==> config.mk <==
export PLATFORM = sky130hd
export DESIGN_NAME = synth_voice_allocator_flat
export DESIGN_NICKNAME = d
export VERILOG_FILES = /design/src/rtl/synth_voice_allocator_if.sv /design/src/rtl/synth_voice_allocator.sv /design/src/flat_wrapper.sv
export SDC_FILE = /design/constraint.sdc
export NUM_CORES = 1
export LEC_CHECK = 0
export BUFFER_PORTS_ARGS = -buffer_cell sky130_fd_sc_hd__buf_2
export CAP_MARGIN = 20
export CORE_MARGIN = 2
export CORE_UTILIZATION = 35
export CTS_BUF_LIST = sky130_fd_sc_hd__clkbuf_8
export DETAILED_ROUTE_END_ITERATION = 10
export GPL_TIMING_DRIVEN = 0
export PLACE_DENSITY_LB_ADDON = 0.2
export SLEW_MARGIN = 20
export SYNTH_ARGS = -nofsm -noshare
export SYNTH_HDL_FRONTEND = slang
export SYNTH_SLANG_ARGS = --single-unit
==> constraint.sdc <==
create_clock -name clk -period 4.3 [get_ports clk]
set_clock_uncertainty 0.05 [all_clocks]
set_input_delay 0.215 -clock clk [delete_from_list [all_inputs] [get_ports clk]]
set_output_delay 0.215 -clock clk [all_outputs]
set_load 0.02 [all_outputs]
==> src/rtl/synth_voice_allocator_if.sv <==
// Event and voice-output bundle between the event source, the allocator
// and the synthesizer core.
//
// Handshake: an event transfers on a rising clk edge where ev_valid && ev_ready.
// While ev_valid is high and not yet accepted, the source holds ev_on, ev_note,
// ev_velocity and ev_frequency stable. ev_ready does not depend on ev_valid.
interface synth_voice_allocator_if;
    logic        ev_valid;
    logic        ev_ready;
    logic        ev_on;
    logic [6:0]  ev_note;
    logic [6:0]  ev_velocity;
    logic [15:0] ev_frequency;
    logic [15:0] frequencies [7:0];
    logic [31:0] voice_volumes [7:0];
    logic [7:0]  active;
    logic [1:0]  ev_state;      // event FSM state, 0=idle 1=scan 2=apply

    modport master (
        output ev_valid, ev_on, ev_note, ev_velocity, ev_frequency,
        input  ev_ready, frequencies, voice_volumes, active, ev_state
    );

    modport slave (
        input  ev_valid, ev_on, ev_note, ev_velocity, ev_frequency,
        output ev_ready, frequencies, voice_volumes, active, ev_state
    );
endinterface

==> src/rtl/synth_voice_allocator.sv <==
// 8-voice allocator with LRU stealing and linear attack/release envelopes.
// Events are scanned one voice per cycle, then applied in a single cycle.
module synth_voice_allocator #(
    parameter int          TICK_DIV     = 48000,
    parameter logic [31:0] ATTACK_STEP  = 32'h0001_0000,
    parameter logic [31:0] RELEASE_STEP = 32'h0001_0000,
    parameter int          VOL_SHIFT    = 16
) (
    input  logic                    clk,
    input  logic                    reset,
    synth_voice_allocator_if.slave  bus
);
    typedef enum logic [1:0] {V_IDLE, V_ATTACK, V_SUSTAIN, V_RELEASE} voice_state_t;
    typedef enum logic [1:0] {E_IDLE, E_SCAN, E_APPLY} ev_state_t;

    voice_state_t v_state  [8];
    logic [6:0]   v_note   [8];
    logic [31:0]  v_target [8];
    logic [31:0]  v_volume [8];
    logic [15:0]  v_freq   [8];
    logic [2:0]   v_age    [8];

    ev_state_t    e_state;
    logic [2:0]   scan_idx;
    logic         lat_on;
    logic [6:0]   lat_note;
    logic [6:0]   lat_vel;
    logic [15:0]  lat_freq;
    logic         hit_match, hit_idle;
    logic [2:0]   match_idx, idle_idx, old_idx;

    logic [31:0]  tick_cnt;
    logic         tick;

    logic         sc_match, sc_idle, sc_old;
    logic [2:0]   chosen;
    logic         apply_valid, apply_en;
    logic [2:0]   old_age;
    logic [32:0]  att_sum  [8];
    logic [32:0]  rel_diff [8];

    assign tick = (tick_cnt == 32'(TICK_DIV - 1));

    // Examine the voice under the scan pointer against the latched event.
    always_comb begin
        sc_idle  = (v_state[scan_idx] == V_IDLE);
        sc_old   = (v_age[scan_idx] == 3'd7);
        sc_match = 1'b0;
        if (v_note[scan_idx] == lat_note) begin
            if (lat_on)
                sc_match = (v_state[scan_idx] != V_IDLE);
            else
                sc_match = (v_state[scan_idx] == V_ATTACK) || (v_state[scan_idx] == V_SUSTAIN);
        end
    end

    // Pick the voice the event lands on: match, then free voice, then oldest.
    always_comb begin
        chosen      = old_idx;
        apply_valid = 1'b0;
        if (lat_on) begin
            apply_valid = 1'b1;
            if (hit_match)
                chosen = match_idx;
            else if (hit_idle)
                chosen = idle_idx;
        end else begin
            apply_valid = hit_match;
            chosen      = match_idx;
        end
        apply_en = (e_state == E_APPLY) && apply_valid;
        old_age  = v_age[chosen];
    end

    // Saturating envelope arithmetic in 33 bits so nothing wraps.
    always_comb begin
        for (int i = 0; i < 8; i++) begin
            att_sum[i]  = {1'b0, v_volume[i]} + {1'b0, ATTACK_STEP};
            rel_diff[i] = {1'b0, v_volume[i]} - {1'b0, RELEASE_STEP};
        end
    end

    // Free-running envelope tick divider.
    always_ff @(posedge clk) begin
        if (reset)
            tick_cnt <= '0;
        else if (tick)
            tick_cnt <= '0;
        else
            tick_cnt <= tick_cnt + 32'd1;
    end

    // Event FSM: latch on handshake, scan voices 0..7, apply for one cycle.
    always_ff @(posedge clk) begin
        if (reset) begin
            e_state   <= E_IDLE;
            scan_idx  <= '0;
            lat_on    <= 1'b0;
            lat_note  <= '0;
            lat_vel   <= '0;
            lat_freq  <= '0;
            hit_match <= 1'b0;
            hit_idle  <= 1'b0;
            match_idx <= '0;
            idle_idx  <= '0;
            old_idx   <= '0;
        end else begin
            case (e_state)
                E_IDLE: begin
                    if (bus.ev_valid) begin
                        lat_on    <= bus.ev_on;
                        lat_note  <= bus.ev_note;
                        lat_vel   <= bus.ev_velocity;
                        lat_freq  <= bus.ev_frequency;
                        hit_match <= 1'b0;
                        hit_idle  <= 1'b0;
                        scan_idx  <= '0;
                        e_state   <= E_SCAN;
                    end
                end
                E_SCAN: begin
                    if (sc_match && !hit_match) begin
                        hit_match <= 1'b1;
                        match_idx <= scan_idx;
                    end
                    if (sc_idle && !hit_idle) begin
                        hit_idle <= 1'b1;
                        idle_idx <= scan_idx;
                    end
                    if (sc_old)
                        old_idx <= scan_idx;
                    scan_idx <= scan_idx + 3'd1;
                    if (scan_idx == 3'd7)
                        e_state <= E_APPLY;
                end
                E_APPLY: e_state <= E_IDLE;
                default: e_state <= E_IDLE;
            endcase
        end
    end

    // Per-voice registers: event apply takes priority over the envelope tick.
    always_ff @(posedge clk) begin
        if (reset) begin
            for (int i = 0; i < 8; i++) begin
                v_state[i]  <= V_IDLE;
                v_note[i]   <= '0;
                v_target[i] <= '0;
                v_volume[i] <= '0;
                v_freq[i]   <= 16'd440;
                v_age[i]    <= 3'(i);
            end
        end else begin
            for (int i = 0; i < 8; i++) begin
                if (apply_en && lat_on) begin
                    if (chosen == 3'(i))
                        v_age[i] <= 3'd0;
                    else if (v_age[i] < old_age)
                        v_age[i] <= v_age[i] + 3'd1;
                end
                if (apply_en && (chosen == 3'(i))) begin
                    if (lat_on) begin
                        v_state[i]  <= V_ATTACK;
                        v_note[i]   <= lat_note;
                        v_target[i] <= 32'(lat_vel) << VOL_SHIFT;
                        v_freq[i]   <= lat_freq;
                        if (!hit_match)
                            v_volume[i] <= '0;
                    end else begin
                        v_state[i] <= V_RELEASE;
                    end
                end else if (tick) begin
                    case (v_state[i])
                        V_ATTACK: begin
                            if (att_sum[i] >= {1'b0, v_target[i]}) begin
                                v_volume[i] <= v_target[i];
                                v_state[i]  <= V_SUSTAIN;
                            end else begin
                                v_volume[i] <= att_sum[i][31:0];
                            end
                        end
                        V_SUSTAIN: v_volume[i] <= v_target[i];
                        V_RELEASE: begin
                            if (rel_diff[i][32] || (rel_diff[i][31:0] == 32'd0)) begin
                                v_volume[i] <= '0;
                                v_state[i]  <= V_IDLE;
                            end else begin
                                v_volume[i] <= rel_diff[i][31:0];
                            end
                        end
                        default: v_volume[i] <= '0;
                    endcase
                end
            end
        end
    end

    // Outputs are straight decodes of registers.
    always_comb begin
        for (int i = 0; i < 8; i++) begin
            bus.frequencies[i]   = v_freq[i];
            bus.voice_volumes[i] = v_volume[i];
            bus.active[i]        = (v_state[i] != V_IDLE);
        end
        bus.ev_ready = (e_state == E_IDLE);
        bus.ev_state = e_state;
    end
endmodule
==> src/flat_wrapper.sv <==
// flat-port wrapper written by rule: the top's interface ports become plain ports
module synth_voice_allocator_flat 
#(
    parameter int          TICK_DIV     = 48000,
    parameter logic [31:0] ATTACK_STEP  = 32'h0001_0000,
    parameter logic [31:0] RELEASE_STEP = 32'h0001_0000,
    parameter int          VOL_SHIFT    = 16
)
  (clk, reset, bus_ev_valid, bus_ev_on, bus_ev_note, bus_ev_velocity, bus_ev_frequency, bus_ev_ready, bus_frequencies, bus_voice_volumes, bus_active, bus_ev_state);
  synth_voice_allocator_if bus_i ();
  input  logic clk;
  input  logic reset;
  input wire logic [$bits(bus_i.ev_valid)-1:0] bus_ev_valid;
  input wire logic [$bits(bus_i.ev_on)-1:0] bus_ev_on;
  input wire logic [$bits(bus_i.ev_note)-1:0] bus_ev_note;
  input wire logic [$bits(bus_i.ev_velocity)-1:0] bus_ev_velocity;
  input wire logic [$bits(bus_i.ev_frequency)-1:0] bus_ev_frequency;
  output wire logic [$bits(bus_i.ev_ready)-1:0] bus_ev_ready;
  output wire logic [$bits(bus_i.frequencies)-1:0] bus_frequencies;
  output wire logic [$bits(bus_i.voice_volumes)-1:0] bus_voice_volumes;
  output wire logic [$bits(bus_i.active)-1:0] bus_active;
  output wire logic [$bits(bus_i.ev_state)-1:0] bus_ev_state;
  assign bus_i.ev_valid = bus_ev_valid;
  assign bus_i.ev_on = bus_ev_on;
  assign bus_i.ev_note = bus_ev_note;
  assign bus_i.ev_velocity = bus_ev_velocity;
  assign bus_i.ev_frequency = bus_ev_frequency;
  assign bus_ev_ready = bus_i.ev_ready;
  assign bus_frequencies = {>>{bus_i.frequencies}};
  assign bus_voice_volumes = {>>{bus_i.voice_volumes}};
  assign bus_active = bus_i.active;
  assign bus_ev_state = bus_i.ev_state;
  synth_voice_allocator #(.TICK_DIV(TICK_DIV), .ATTACK_STEP(ATTACK_STEP), .RELEASE_STEP(RELEASE_STEP), .VOL_SHIFT(VOL_SHIFT)) u_core (.clk(clk), .reset(reset), .bus(bus_i));
endmodule
# [Word level (Yosys, flattened, before mapping)]
# Memories as Yosys holds them, arrays and structs flattened. A register that Yosys moved wholly into a read port is not among the register bits.
# Index checks and enable logic that the tools add are counted.
[totals] ff_bits=79 latchBits=0 mem_bits_rw=536 mem_bits_ro=0 in_bits=34 out_inout_bits=395 elab_cells=864 memories=6
[memory_table] name="u_core.v_volume" depth=8 word_bits=32 read_ports=8 rd_clocked_by_memory_dff=0 wr=8 line_no="synth_voice_allocator.sv:19" source="logic [31:0] v_volume [8];"
[memory_table] name="u_core.v_freq" depth=8 word_bits=16 read_ports=8 rd_clocked_by_memory_dff=0 wr=8 line_no="synth_voice_allocator.sv:20" source="logic [15:0] v_freq [8];"
[memory_table] name="u_core.v_note" depth=8 word_bits=7 read_ports=1 rd_clocked_by_memory_dff=1 wr=8 line_no="synth_voice_allocator.sv:17" source="logic [6:0] v_note [8];"
[memory_table] name="u_core.v_target" depth=8 word_bits=7 read_ports=8 rd_clocked_by_memory_dff=0 wr=8 line_no="synth_voice_allocator.sv:18" source="logic [31:0] v_target [8];"
[memory_table] name="u_core.v_age" depth=8 word_bits=3 read_ports=10 rd_clocked_by_memory_dff=1 wr=8 line_no="synth_voice_allocator.sv:21" source="logic [2:0] v_age [8];"
[memory_table] name="u_core.v_state" depth=8 word_bits=2 read_ports=9 rd_clocked_by_memory_dff=1 wr=8 line_no="synth_voice_allocator.sv:16" source="voice_state_t v_state [8];"
[classes] add_sub_neg=26 n_mul=0 div=0 n_lt_le_gt_ge=16 eq_ne=43 n_shift=0 n_mux=572 bitwise=128 n_reduce_logical=61
[op_table] cell="2-to-1 mux 32 bit" n=56
[op_table] cell="2-to-1 mux 1 bit" n=428
[op_table] cell="adder 32 x 17 -> 33 bit, second input constant" n=8
[op_table] cell="greater-or-equal comparator 33 x 32 -> 1 bit" n=8
[op_table] cell="subtractor 32 x 17 -> 33 bit, second input constant" n=8
[op_table] cell="zero test 32 bit" n=8
[op_table] cell="2-to-1 mux 16 bit" n=8
[op_table] cell="bitwise OR 1 bit" n=128
[op_table] cell="2-to-1 mux 7 bit" n=16
[op_table] cell="2-to-1 mux 3 bit" n=26
[op_table] cell="2-to-1 mux 2 bit" n=34
[op_table] cell="equality test 2 bit, second input constant" n=18
[op_table] cell="adder 32 x 1 -> 32 bit, second input constant" n=1
[op_table] cell="equality test 32 x 16 -> 1 bit, second input constant" n=1
[op_table] cell="adder 3 x 1 -> 3 bit, second input constant" n=9
[op_table] cell="< comparator 3 bit" n=8
[op_table] cell="OR reduction 3 bit" n=8
[op_table] cell="equality test 2 x 1 -> 1 bit, second input constant" n=10
[op_table] cell="nonzero test 2 bit" n=10
[op_table] cell="equality test 3 bit, second input constant" n=6
[op_table] cell="logical AND 1 bit" n=12
[op_table] cell="AND reduction 2 bit" n=6
[op_table] cell="logical OR 1 bit" n=9
[op_table] cell="equality test 7 bit" n=1
[op_table] cell="other kinds (12)" n=19

# [Depth between registers and ports, before layout]
[depth] depth_word=15 ltp_mapped=15 ltp_nobuf=13

# [Worst setup path before layout]
# No wires, ideal clock.
[synth_timing] path_type="reg2reg" from="register u_core.hit_match" to="memory u_core.v_age[0][0], enable pin" setup_ns=0.309 arrival_time_ns=4.077 t_required_ns=3.941 path_slack_ns=-0.136 stages_incl_launch_ff=9 path_buffers=3 synth_period_minus_slack_ns=4.436 cell_sequence="dfxtp_1 > buf_2 > nor2b_1 > buf_2 > mux2i_1 > buf_2 > nand3_1 > o21ai_0 > nand2b_1"
[synth_rtl] item="from (decl)" line_no="synth_voice_allocator.sv:29" source="logic hit_match, hit_idle;"
[synth_rtl] item="from (signal assigned)" line_no="synth_voice_allocator.sv:102" source="hit_match <= 1'b0;"
[synth_rtl] item="from (signal assigned)" line_no="synth_voice_allocator.sv:115" source="hit_match <= 1'b0;"
[synth_rtl] item="from (signal assigned)" line_no="synth_voice_allocator.sv:123" source="hit_match <= 1'b1;"
[synth_rtl] item="to (decl)" line_no="synth_voice_allocator.sv:21"

==> out/metrics.csv <==
metric,value,unit
status,"complete, no violations",
"CTS clk-pin slew, worst paths",0.06,ns
crit-path leading delay family,compound AO/OA/AOI/OAI gates,
initial antenna violation count,4,
mux cell area share after synthesis,0.03696,
fin area,0.03475,mm^2
Sw Share,0.2708,
total of max-cap violations,0,
CTS buffer count,90,
crit-path most repeated cell,ha_1,
GRT Total Usage,0.2041,
CTS Root Cell,clkbuf_8,
fmax,245.9,MHz
Final Max Slew Viols,0,
Power Dens Cells,341.2,mW/mm^2
Post-Syn Instances,2827,
Buf/Inv on CP,0,
"EDFF count, synth",408,
Reg2Reg Setup Slack,0.23,ns
area grow syn2layout,21.51,%
Worst Setup Start Kind,flip-flop,
fillers,7972,
Post-synth top flop,edfxtp_1,
Tcrit/Tclk final,0.9458,
Fin Setup TNS,0,ns
Net Switching,3.211,mW
"Max FO, Critical Path",9,
HP Class,in -> reg,
Post-DRT Antenna Nets,0,
Max-slew headroom,0.3175,
first-pass GRT wire length,134600,um
global route overflow,0,
total iterations of the first detailed-routing run,6,
Min Hold Slack,0.2527,ns
Synth warnings,0,
final hold vios,0,
Post-Route WL,88330,um
combinational family with the most area after synthesis,simple AND/OR/NAND/NOR gates,
Core ar.,0.08068,mm^2
Ports,429,
DP HPWL,65880,um
critical path cell sequence,ha_1 > and2_0 > nand2_1 > xnor2_1 > ha_1 > a21oi_1 > o21ai_0 > a211o_1 > a22oi_1 > nand4_1 > a21oi_2 > nor2_1 > a221o_1,
combinational power share,0.115,
die height,289.9,um
Routed WL per cell,19.46,um
CTS sink cnt,490,
adder-cell share of the synthesized area,0.04724,
Pwr Total,11.86,mW
Worst-Skew Late Latency,0.71,ns
worst vdd ir,0.2575,mV
pin count of the biggest net entering global routing,27,
routed vias,23230,
synthesized area,0.02860,mm^2
DRC errors left,0,
PortBufs,299,
vias in the first global route,22350,
crit path max-delay cell type,edfxtp_1,
mean area per synthesized cell,10.12,um^2
die footprint,0.08402,mm^2
async set-reset flop share out of synthesis,0,
1st-iter DRT viols,1817,
gpl congestion,0.8792,
xor/xnor share of the synthesized area,0.05328,
post-CTS setup buffer count,0,
RSZ-0062 raised after global routing,no,
clock group share of total power,0.421,
Final min period,4.067,ns
CP Data Arrival Time,4.44,ns
simple-gate share of the synthesized area,0.2076,
leakage,13.56,nW
Starting Density,0.3545,
crit path capture type,flip-flop,
share of power burned in registers,0.463,
# rows,104,
DP Area,0.03230,mm^2
sequential cell area fraction in the yosys report,0.4857,
layout cells sized above 1,0.2079,
Total Nets Final,3543,
die extent in x,289.9,um
synth unique cells,101,
Cell Int Power,8.648,mW
fin util,0.4308,
Vias/cell,5.118,
Setup-failing EPs final,0,
number of synthesized register bits,490,
worst slew pin tran,1.024,ns
WP data required,4.67,ns
peak per-stage delay on the critical path,0.57,ns
Synth Area in Compound Gates,0.09563,
CTS Buffer Depth,3,
CTS tree,built,
H-tree lvl count,3,
Crit Path Class,reg -> reg,
## power groups by stage
stage | Clock [mW] | Combinational, mW | Sequential [mW]
floorplan | 0 | 0.801 | 5.66
finish | 5.00 | 1.37 | 5.50
CTS | 5.12 | 1.36 | 5.50
global placement | 0 | 1.29 | 5.60
global route | 5.32 | 1.49 | 5.52
detailed placement | 0 | 1.33 | 5.59
## stage by stage
step / instances / setup slack (ns)
after floorplan: 2954 / 0.07001
after global placement: 4313 / -3.366
after detailed placement: 4333 / -0.6434
after CTS: 4537 / 0.05373
after global routing: 4539 / 0.03242
final: 4539 / 0.2333
## worst paths after layout
kind,from,end,cells after the start
hold / removal,bus_ev_frequency[5],u_core.lat_freq[5],4
setup / recovery,u_core.v_volume[0][176],u_core.v_volume[0][182],13
hold reg to reg,u_core.tick_cnt[0],u_core.tick_cnt[0],1
setup reg to reg,u_core.v_volume[0][176],u_core.v_volume[0][182],13
## state kept, by name, indices dropped and copies added (netlist names), 2 cells and up, named ones only
register	flops
u_core.match_idx	3
u_core.tick_cnt	32
u_core.idle_idx	3
u_core.lat_freq	16
u_core.v_note	56
u_core.old_idx	3
u_core.v_target	56
u_core.scan_idx	3
u_core.v_age	24
u_core.lat_vel	7
u_core.bus.ev_state	2
u_core.lat_note	7
u_core.v_state	16
u_core.v_volume	128
u_core.v_freq	128
## cell usage in the layout, fill, tap and decap left out, drive strengths merged, types with 10 or more instances in the layout
cell type | Yosys | final
mux2 | 10 | 10
clkbuf | 99 | 208
a21o | 18 | 18
ha | 108 | 108
xnor2 | 106 | 106
a31oi | 21 | 21
nor4 | 48 | 48
nand4 | 59 | 59
a21oi | 97 | 97
and2 | 95 | 95
nand2b | 29 | 29
or2 | 14 | 14
and3 | 21 | 21
dfxtp | 82 | 82
and4 | 10 | 10
dlygate4sd3 | 0 | 35
or3 | 33 | 33
mux4 | 24 | 24
inv | 140 | 169
nor3 | 70 | 70
o31ai | 13 | 13
o221ai | 16 | 16
nor4b | 16 | 16
mux2i | 40 | 40
clkinv | 0 | 21
nand3 | 100 | 100
o21ai | 54 | 54
conb | 1 | 128
edfxtp | 408 | 408
xor2 | 68 | 68
buf | 174 | 493
nor3b | 11 | 11
a221o | 22 | 22
nand2 | 270 | 270
nor2 | 350 | 350
or4 | 11 | 11
nor2b | 21 | 21
o211ai | 24 | 24
## worst reg2reg max path, cell delays in order, from the launching register on
cell and delay (ns):
edfxtp_1 0.57, ha_1 0.34, and2_0 0.38, nand2_1 0.14
xnor2_1 0.20, ha_1 0.27, a21oi_1 0.11, o21ai_0 0.09
a211o_1 0.32, a22oi_1 0.20, nand4_1 0.34, a21oi_2 0.32
nor2_1 0.16, a221o_1 0.31
## metal layers
| layer | GRT usage | vias to the layer above | part of all wire |
|---|---|---|---|
| li1 | - | 11130 | - |
| met1 | 0.2670 | 11180 | 0.43 |
| met2 | 0.3360 | 781 | 0.47 |
| met3 | 0.04220 | 134 | 0.066 |
| met4 | 0.06949 | 2 | 0.029 |
| met5 | 0 | - | 0.00015 |
## kinds of logic (layout without fill, tap and decap cells)
logic type | after synthesis | after routing
AND/OR/NAND/NOR | 1179 | 1179
AO/OA/AOI/OAI | 388 | 388
adder cells (fa/ha/maj) | 108 | 108
XOR/XNOR | 174 | 174
multiplexers | 74 | 74
other | 1 | 129
buffers and inverters | 413 | 937
flip-flops | 490 | 490
## cell type report
class | instances | area (um^2) | share of cell area
diodes | 1 | 2.502 | 0.00007200
multi-input cells | 2051 | 13260 | 0.3815
plain buffers | 273 | 1579 | 0.04543
flip-flops and latches | 490 | 13890 | 0.3998
inverters | 140 | 525.5 | 0.01512
clock inverters | 61 | 524.3 | 0.01508
well taps | 1060 | 1326 | 0.03816
repair buffers | 355 | 2158 | 0.06210
clock buffers | 108 | 1486 | 0.04277
## what timing repair did
| action | CTS | global route |
|---|---|---|
| setup endpoints to repair | 38 | 45 |
| resized for setup | 6 | 15 |
| hold buffers | 35 | 0 |
| endpoints found under the hold margin | 38 | 0 |
## cells in the mapped netlist (7+ instances only)
cell type | count | area share
or2_2 | 13 | 0.0028
and3_1 | 20 | 0.0044
and4_1 | 10 | 0.0031
a21oi_1 | 96 | 0.017
nor2b_1 | 21 | 0.0046
nor4_1 | 40 | 0.0087
buf_2 | 25 | 0.0044
nor3b_1 | 11 | 0.0029
nand4_1 | 57 | 0.012
dfxtp_1 | 82 | 0.057
xor2_1 | 68 | 0.021
o21a_1 | 8 | 0.0021
inv_1 | 139 | 0.018
a221o_1 | 22 | 0.0077
buf_1 | 14 | 0.0018
a2111oi_0 | 8 | 0.0024
a221oi_1 | 7 | 0.0021
nor3_1 | 65 | 0.011
ha_1 | 108 | 0.047
and2_1 | 94 | 0.021
o21ai_0 | 50 | 0.0087
o31ai_1 | 13 | 0.0034
nor2_1 | 350 | 0.046
or4_1 | 9 | 0.0024
a31oi_1 | 21 | 0.0046
nand2b_1 | 28 | 0.0061
nor4b_1 | 15 | 0.0046
o221ai_1 | 16 | 0.0049
edfxtp_1 | 408 | 0.43
nand2_1 | 269 | 0.035
a21o_1 | 18 | 0.0047
clkbuf_1 | 98 | 0.013
a22o_1 | 7 | 0.0021
mux4_2 | 24 | 0.019
a211oi_1 | 7 | 0.0018
buf_4 | 132 | 0.035
nand3_1 | 97 | 0.017
xnor2_1 | 106 | 0.032
mux2_2 | 10 | 0.0039
o211ai_1 | 24 | 0.0063
or3_1 | 32 | 0.0070
a211o_1 | 9 | 0.0028
mux2i_1 | 39 | 0.014
Note: power is estimated with default switching activity, not from simulation.
